$ cat src/rtl/sdf_tag_demux_if.sv
// Handshake bundle between an upstream tagged-token FIFO, the tag demux and its
// per-flux downstream FIFOs.
interface sdf_tag_demux_if #(
  parameter int unsigned DATA_WIDTH = 8,
  parameter int unsigned FLUX       = 2
);
  localparam int unsigned TAG_WIDTH = (FLUX > 1) ? $clog2(FLUX) : 1;
  localparam int unsigned WIDTH     = DATA_WIDTH + TAG_WIDTH;

  logic                       in_empty;
  logic                       in_read;
  logic [WIDTH-1:0]           in_dout;
  logic [FLUX-1:0]            out_full;
  logic [FLUX-1:0]            out_write;
  logic [FLUX*DATA_WIDTH-1:0] out_din;
  logic [FLUX-1:0]            out_last;
  logic                       tag_err;

  // FIFO side: supplies tokens and full flags, observes strobes.
  modport master (
    output in_empty, in_dout, out_full,
    input  in_read, out_write, out_din, out_last, tag_err
  );

  // Demux side.
  modport slave (
    input  in_empty, in_dout, out_full,
    output in_read, out_write, out_din, out_last, tag_err
  );
endinterface

$ cat src/rtl/sdf_tag_demux.sv
// Splits a tagged {tag, data} token stream into per-flux FIFOs through a
// one-entry holding stage, marking the last token of every NUM_OP-token frame.
module sdf_tag_demux #(
  parameter int unsigned DATA_WIDTH = 8,
  parameter int unsigned FLUX       = 2,
  parameter int unsigned NUM_OP     = 4
) (
  input logic               clk,
  input logic               rst,
  sdf_tag_demux_if.slave    bus_io
);
  localparam int unsigned TAG_WIDTH = (FLUX > 1) ? $clog2(FLUX) : 1;
  localparam int unsigned WIDTH     = DATA_WIDTH + TAG_WIDTH;
  localparam int unsigned NumOpEff  = (NUM_OP == 0) ? 1 : NUM_OP;
  localparam int unsigned CntWidth  = (NumOpEff > 1) ? $clog2(NumOpEff) : 1;
  localparam logic [CntWidth-1:0] CntLoad = CntWidth'(NumOpEff - 1);

  logic                  hold_valid_q, hold_valid_d;
  logic [TAG_WIDTH-1:0]  hold_tag_q, hold_tag_d;
  logic [DATA_WIDTH-1:0] hold_data_q, hold_data_d;
  logic [CntWidth-1:0]   cnt_q [FLUX];
  logic [CntWidth-1:0]   cnt_d [FLUX];
  logic                  tag_err_q, tag_err_d;

  logic [TAG_WIDTH-1:0]  in_tag;
  logic [DATA_WIDTH-1:0] in_data;
  logic                  tag_ok;
  logic                  sel_full, sel_last;
  logic                  drain, in_read;
  logic [FLUX-1:0]       write_vec, last_vec;

  assign in_tag  = bus_io.in_dout[WIDTH-1:DATA_WIDTH];
  assign in_data = bus_io.in_dout[DATA_WIDTH-1:0];
  // With a single flux the tag bit carries no information and is ignored.
  assign tag_ok  = (FLUX == 1) || (32'(in_tag) < FLUX);

  always_comb begin
    sel_full = 1'b0;
    sel_last = 1'b0;
    for (int f = 0; f < FLUX; f++) begin
      if (hold_tag_q == TAG_WIDTH'(f)) begin
        sel_full = bus_io.out_full[f];
        sel_last = (cnt_q[f] == '0);
      end
    end
  end

  assign drain   = ~rst & hold_valid_q & ~sel_full;
  assign in_read = ~rst & ~bus_io.in_empty & (~hold_valid_q | drain);

  always_comb begin
    write_vec = '0;
    last_vec  = '0;
    for (int f = 0; f < FLUX; f++) begin
      if (hold_tag_q == TAG_WIDTH'(f)) begin
        write_vec[f] = drain;
        last_vec[f]  = drain & sel_last;
      end
    end
  end

  assign bus_io.in_read   = in_read;
  assign bus_io.out_write = write_vec;
  assign bus_io.out_last  = last_vec;
  assign bus_io.out_din   = {FLUX{hold_data_q}};
  assign bus_io.tag_err   = tag_err_q;

  always_comb begin
    hold_valid_d = hold_valid_q;
    hold_tag_d   = hold_tag_q;
    hold_data_d  = hold_data_q;
    tag_err_d    = tag_err_q;
    cnt_d        = cnt_q;
    if (drain) begin
      hold_valid_d = 1'b0;
    end
    if (in_read) begin
      if (tag_ok) begin
        hold_valid_d = 1'b1;
        hold_tag_d   = (FLUX == 1) ? '0 : in_tag;
        hold_data_d  = in_data;
      end else begin
        // Illegal tag: token is consumed and dropped; the slot is free here.
        hold_valid_d = 1'b0;
        tag_err_d    = 1'b1;
      end
    end
    for (int f = 0; f < FLUX; f++) begin
      if (drain && (hold_tag_q == TAG_WIDTH'(f))) begin
        cnt_d[f] = (cnt_q[f] == '0) ? CntLoad : cnt_q[f] - CntWidth'(1);
      end
    end
  end

  always_ff @(posedge clk) begin
    if (rst) begin
      hold_valid_q <= 1'b0;
      hold_tag_q   <= '0;
      hold_data_q  <= '0;
      tag_err_q    <= 1'b0;
      for (int f = 0; f < FLUX; f++) begin
        cnt_q[f] <= CntLoad;
      end
    end else begin
      hold_valid_q <= hold_valid_d;
      hold_tag_q   <= hold_tag_d;
      hold_data_q  <= hold_data_d;
      tag_err_q    <= tag_err_d;
      cnt_q        <= cnt_d;
    end
  end
endmodule

$ cat src/flat_wrapper.sv
// flat-port wrapper written by rule: the top's interface ports become plain ports
module sdf_tag_demux_flat 
#(
  parameter int unsigned DATA_WIDTH = 8,
  parameter int unsigned FLUX       = 2,
  parameter int unsigned NUM_OP     = 4
)
  (clk, rst, bus_io_in_empty, bus_io_in_dout, bus_io_out_full, bus_io_in_read, bus_io_out_write, bus_io_out_din, bus_io_out_last, bus_io_tag_err);
  sdf_tag_demux_if #(.DATA_WIDTH(DATA_WIDTH), .FLUX(FLUX)) bus_io_i ();
  input logic clk;
  input logic rst;
  input wire logic [$bits(bus_io_i.in_empty)-1:0] bus_io_in_empty;
  input wire logic [$bits(bus_io_i.in_dout)-1:0] bus_io_in_dout;
  input wire logic [$bits(bus_io_i.out_full)-1:0] bus_io_out_full;
  output wire logic [$bits(bus_io_i.in_read)-1:0] bus_io_in_read;
  output wire logic [$bits(bus_io_i.out_write)-1:0] bus_io_out_write;
  output wire logic [$bits(bus_io_i.out_din)-1:0] bus_io_out_din;
  output wire logic [$bits(bus_io_i.out_last)-1:0] bus_io_out_last;
  output wire logic [$bits(bus_io_i.tag_err)-1:0] bus_io_tag_err;
  assign bus_io_i.in_empty = bus_io_in_empty;
  assign bus_io_i.in_dout = bus_io_in_dout;
  assign bus_io_i.out_full = bus_io_out_full;
  assign bus_io_in_read = bus_io_i.in_read;
  assign bus_io_out_write = bus_io_i.out_write;
  assign bus_io_out_din = bus_io_i.out_din;
  assign bus_io_out_last = bus_io_i.out_last;
  assign bus_io_tag_err = bus_io_i.tag_err;
  sdf_tag_demux #(.DATA_WIDTH(DATA_WIDTH), .FLUX(FLUX), .NUM_OP(NUM_OP)) u_core (.clk(clk), .rst(rst), .bus_io(bus_io_i));
endmodule
$ cat config.mk
export PLATFORM = sky130hd
export DESIGN_NAME = sdf_tag_demux_flat
export DESIGN_NICKNAME = d
export VERILOG_FILES = /design/src/rtl/sdf_tag_demux_if.sv /design/src/rtl/sdf_tag_demux.sv /design/src/flat_wrapper.sv
export SDC_FILE = /design/constraint.sdc
export NUM_CORES = 1
export LEC_CHECK = 0
export CAP_MARGIN = 10
export CORE_AREA = 10 10 60 62
export CTS_CLUSTER_DIAMETER = 100
export DETAILED_ROUTE_END_ITERATION = 10
export DIE_AREA = 0 0 70 72
export PLACE_DENSITY = 0.71
export SYNTH_ARGS = -nofsm -noshare
export SYNTH_HDL_FRONTEND = slang
export SYNTH_SLANG_ARGS = --single-unit
$ cat constraint.sdc
create_clock -name clk -period 1.4 [get_ports clk]
set_clock_uncertainty 0.15 [all_clocks]
set_input_delay 0.28 -clock clk [delete_from_list [all_inputs] [get_ports clk]]
set_output_delay 0.28 -clock clk [all_outputs]
set_load 0.03 [all_outputs]
==> metrics.sh <==
FINALWEIGHTEDCONGESTION=0.737
CLK-INSERTION-DELAY-LATE_PS=290
ANT_NETS=0
RSZ0062_AT_GRT='true'
SYN_AREA_UM2=878
FINAL_LAYOUT_SIZE_SUFFIX_GT1_SHARE_PCT=46.1
CP_DATA_ARRIVAL_TIME_PS=1460
POSTROUTEWIRELENGTH_UM=3030
STARTPOINT_TYPE='register'
GRT_PASS1_VIAS=969
GLOBALROUTETOTALUTIL_PCT=11.4
HP-CLASS='register to register'
SYNTH-ASYNC-RESET-RATIO_PCT=0
SYNTHMOSTINSTANTIATEDCELL='sky130_fd_sc_hd__dfxtp_1'
GRT_START_MAX_NET_PINS=21
VIOLATIONS_IN_THE_FINAL_REPORTS='negative setup slack'
POWER_DENSITY_mW_PER_MM2=775
POST_SYNTH_MAIN_AREA_CONTRIBUTORS='sky130_fd_sc_hd__dfxtp_1 (32%), sky130_fd_sc_hd__nor4b_1 (8.0%), sky130_fd_sc_hd__o311ai_1 (8.0%)'
ANTENNA_VIOLATIONS_BEFORE_REPAIR=0
SETUP_VIOLATIONS=14
DIE_Y_UM=72
DRT_PRE_ANTENNA_ITERS=4
OUTCOME='finished with violations'
CLK_PIN_SLEW_PS=90
ANTENNA_CELLS=0
DETAILEDPLACEMENTHPWL_UM=1960
WIRE_LENGTH_OF_THE_FIRST_GLOBAL_ROUTING_PASS_UM=4780
DRT_ITER0_DRC=46
SETUP_SLACK_PS=-493
MAXCAPVIOLATIONS=0
NETS=170
UTILIZATION_PCT=61.2
GLOBAL_ROUTE_CONGESTION_OVERFLOW_TOTAL=0
CP_SLOWEST_CELL='sky130_fd_sc_hd__or4b_4'
TIMING_WORST_SETUP_PATH_TYPE='register to output pin'
FMAX_GHz=0.528
POWER_uW=1150
CTSHOLDBUFFERS=0
SLOWEST_STAGE_DELAY_CP_PS=520
CTS_HTREE_LEVELS=1
NETLIST.TOP_CELL.BY_AREA='sky130_fd_sc_hd__dfxtp_1'
AVGVIACOUNTPERCELL=5.40
SYNTH_SEQUENTIAL_AREA_RATIO_PCT=31.9
DIE_WIDTH_UM=70
SYNTH_CELL_TYPE_COUNT=28
LEAKAGEPOWER_uW=0.000681
DIE-AREA_MM2=0.00504
POST_SYNTH_INST_COUNT=106
DESIGN.PORTCOUNT=36
POST-ROUTE-PERIOD-UTIL_PCT=135
TIMING_MAX_TRANSITION_VIOLATIONS_FINAL=0
ROWS=18
YOSYS_MOST_USED_DFF='sky130_fd_sc_hd__dfxtp_1'
NUM_VIAS=982
SYNTH_TOP_CELL_AREA_SHARE_PCT=31.9
FINALHOLDVIOLCOUNT=0
CRITICAL_PATH_CELL_BY_CELL='or4b_4 > clkinv_4 > and2_4 > buf_6'
TIMING.FINAL.CRIT_PERIOD_PS=1890
SYNTH.FF_LATCH_COUNT=14
REG_TO_REG_SLACK_SETUP_PS=-270
NUMBER_OF_ENABLE_TYPE_REGISTER_CELLS_IN_THE_SYNTHESIZED_NETLIST=0
SYN_TO_FINAL_GROWTH_PCT=69.5
IR_DROP_V=0.000552
CRITICAL_PATH_PEAK_FANOUT=3
CLK_PATH_BUF_DEPTH=2
YOSYS_WARNINGS=0
WORST-ENDPOINT-REQUIRED_PS=970
CTS_TREE='yes'
CTS-BUFFERS-INSERTED=3
SYNTH.CELLS.MOST_FREQUENT='sky130_fd_sc_hd__dfxtp_1 (14), sky130_fd_sc_hd__nand2_1 (10), sky130_fd_sc_hd__buf_4 (9)'
PLACEMENT.IO_BUFFERS=34
SYN_AREA_PER_CELL_UM2=8.29
CORE_REGION_AREA_MM2=0.00243
AVGROUTEDWIREPERCELL_UM=16.6
CP-END-KIND='output pin'
CLOCK-SINKS=14
CLOCK-ROOT-BUFFER='sky130_fd_sc_hd__clkbuf_4'
DRT_DRC_VIOLATIONS_LEFT=0
FLOORPLAN.INITIALDENSITY_PCT=36.1
SYN-NUM-NETS=122
[critical path, delay by kind of cell, from the launching register on]
kind	cells	cell delay (ps)
AND/OR/NAND/NOR	2	650
buffers and inverters	2	190
flip-flops	1	340
[layer usage]
| layer | share of wire, % | up-vias | GRT usage [%] |
|---|---|---|---|
| met5 | 0 | - | 0 |
| met4 | 2.4 | 0 | 6.58 |
| met2 | 49 | 39 | 18.3 |
| met1 | 43 | 457 | 13.2 |
| met3 | 5.5 | 4 | 3.40 |
| li1 | - | 482 | - |
[area by class of cell]
type / count / area (um2)
fillers: 212 / 943
repair buffers: 61 / 566
multi-input cells: 66 / 546
flip-flops and latches: 14 / 283
clock buffers: 3 / 22.5
well taps: 30 / 37.5
inverters: 8 / 35.0
[placed cells by master, fill, tap and decap left out, drive strengths merged, types with 3 or more instances in the layout]
cell | Yosys | layout
o21ai | 3 | 3
dlygate4sd2 | 0 | 3
nor4b | 8 | 8
clkdlybuf4s50 | 0 | 9
clkbuf | 4 | 4
nand4 | 8 | 8
inv | 8 | 7
o311ai | 8 | 8
buf | 14 | 47
nor3 | 3 | 3
nor2 | 3 | 3
dfxtp | 14 | 14
a31oi | 8 | 8
nand2 | 10 | 10
[cell families after synthesis]
logic type | Yosys count | synth area share, %
AOI/OAI and AO/OA | 25 | 20.4
DFF | 14 | 31.9
other | 1 | 0.427
buffers and inverters | 26 | 16.4
and+or+nand+nor | 37 | 26.5
adders and majority gates | 2 | 2.85
muxes | 1 | 1.57
[where the power goes]
part / switching, uW / leakage, uW / internal, uW
combinational: 243 / 0.000551 / 205
clock: 150 / 0.0000138 / 100
sequential: 27.5 / 0.000116 / 429
total: 420 / 0.000681 / 734
[path summary, 6_finish.rpt]
path	startpoint	endpoint	depth (start not counted)
hold / removal	u_core.cnt_q[3]	u_core.cnt_q[3]	2
setup reg to reg	u_core.hold_tag_q	u_core.cnt_q[2]	6
hold reg to reg	u_core.cnt_q[3]	u_core.cnt_q[3]	2
setup / recovery	u_core.hold_tag_q	bus_io_out_last[0]	4
[flip-flops by register name, indices dropped and copies added, names as in the netlist]
register             cells
u_core.cnt_q             4
u_core.hold_tag_q        1
u_core.hold_data_q       8
u_core.hold_valid_q      1
[stage by stage]
step	TNS (ps)	hold slack (ps)	worst slack, ps	instances	cell area [um2]
after floorplan	-444	247	-201	106	910
after global placement	-7740	313	-638	164	1220
after detailed placement	-9000	327	-698	164	1220
after CTS	-2530	344	-545	169	1310
after global routing	-3390	377	-518	182	1490
final	-2690	345	-493	182	1490
[repair_timing]
action	4_1_cts	5_1_grt
pin swaps	2	5
setup endpoints to repair	18	17
buffers inserted	2	13
hold endpoints to repair	0	0
gates cloned	0	1
gates resized for setup	14	14
Note: power is estimated with default switching activity, not from simulation.
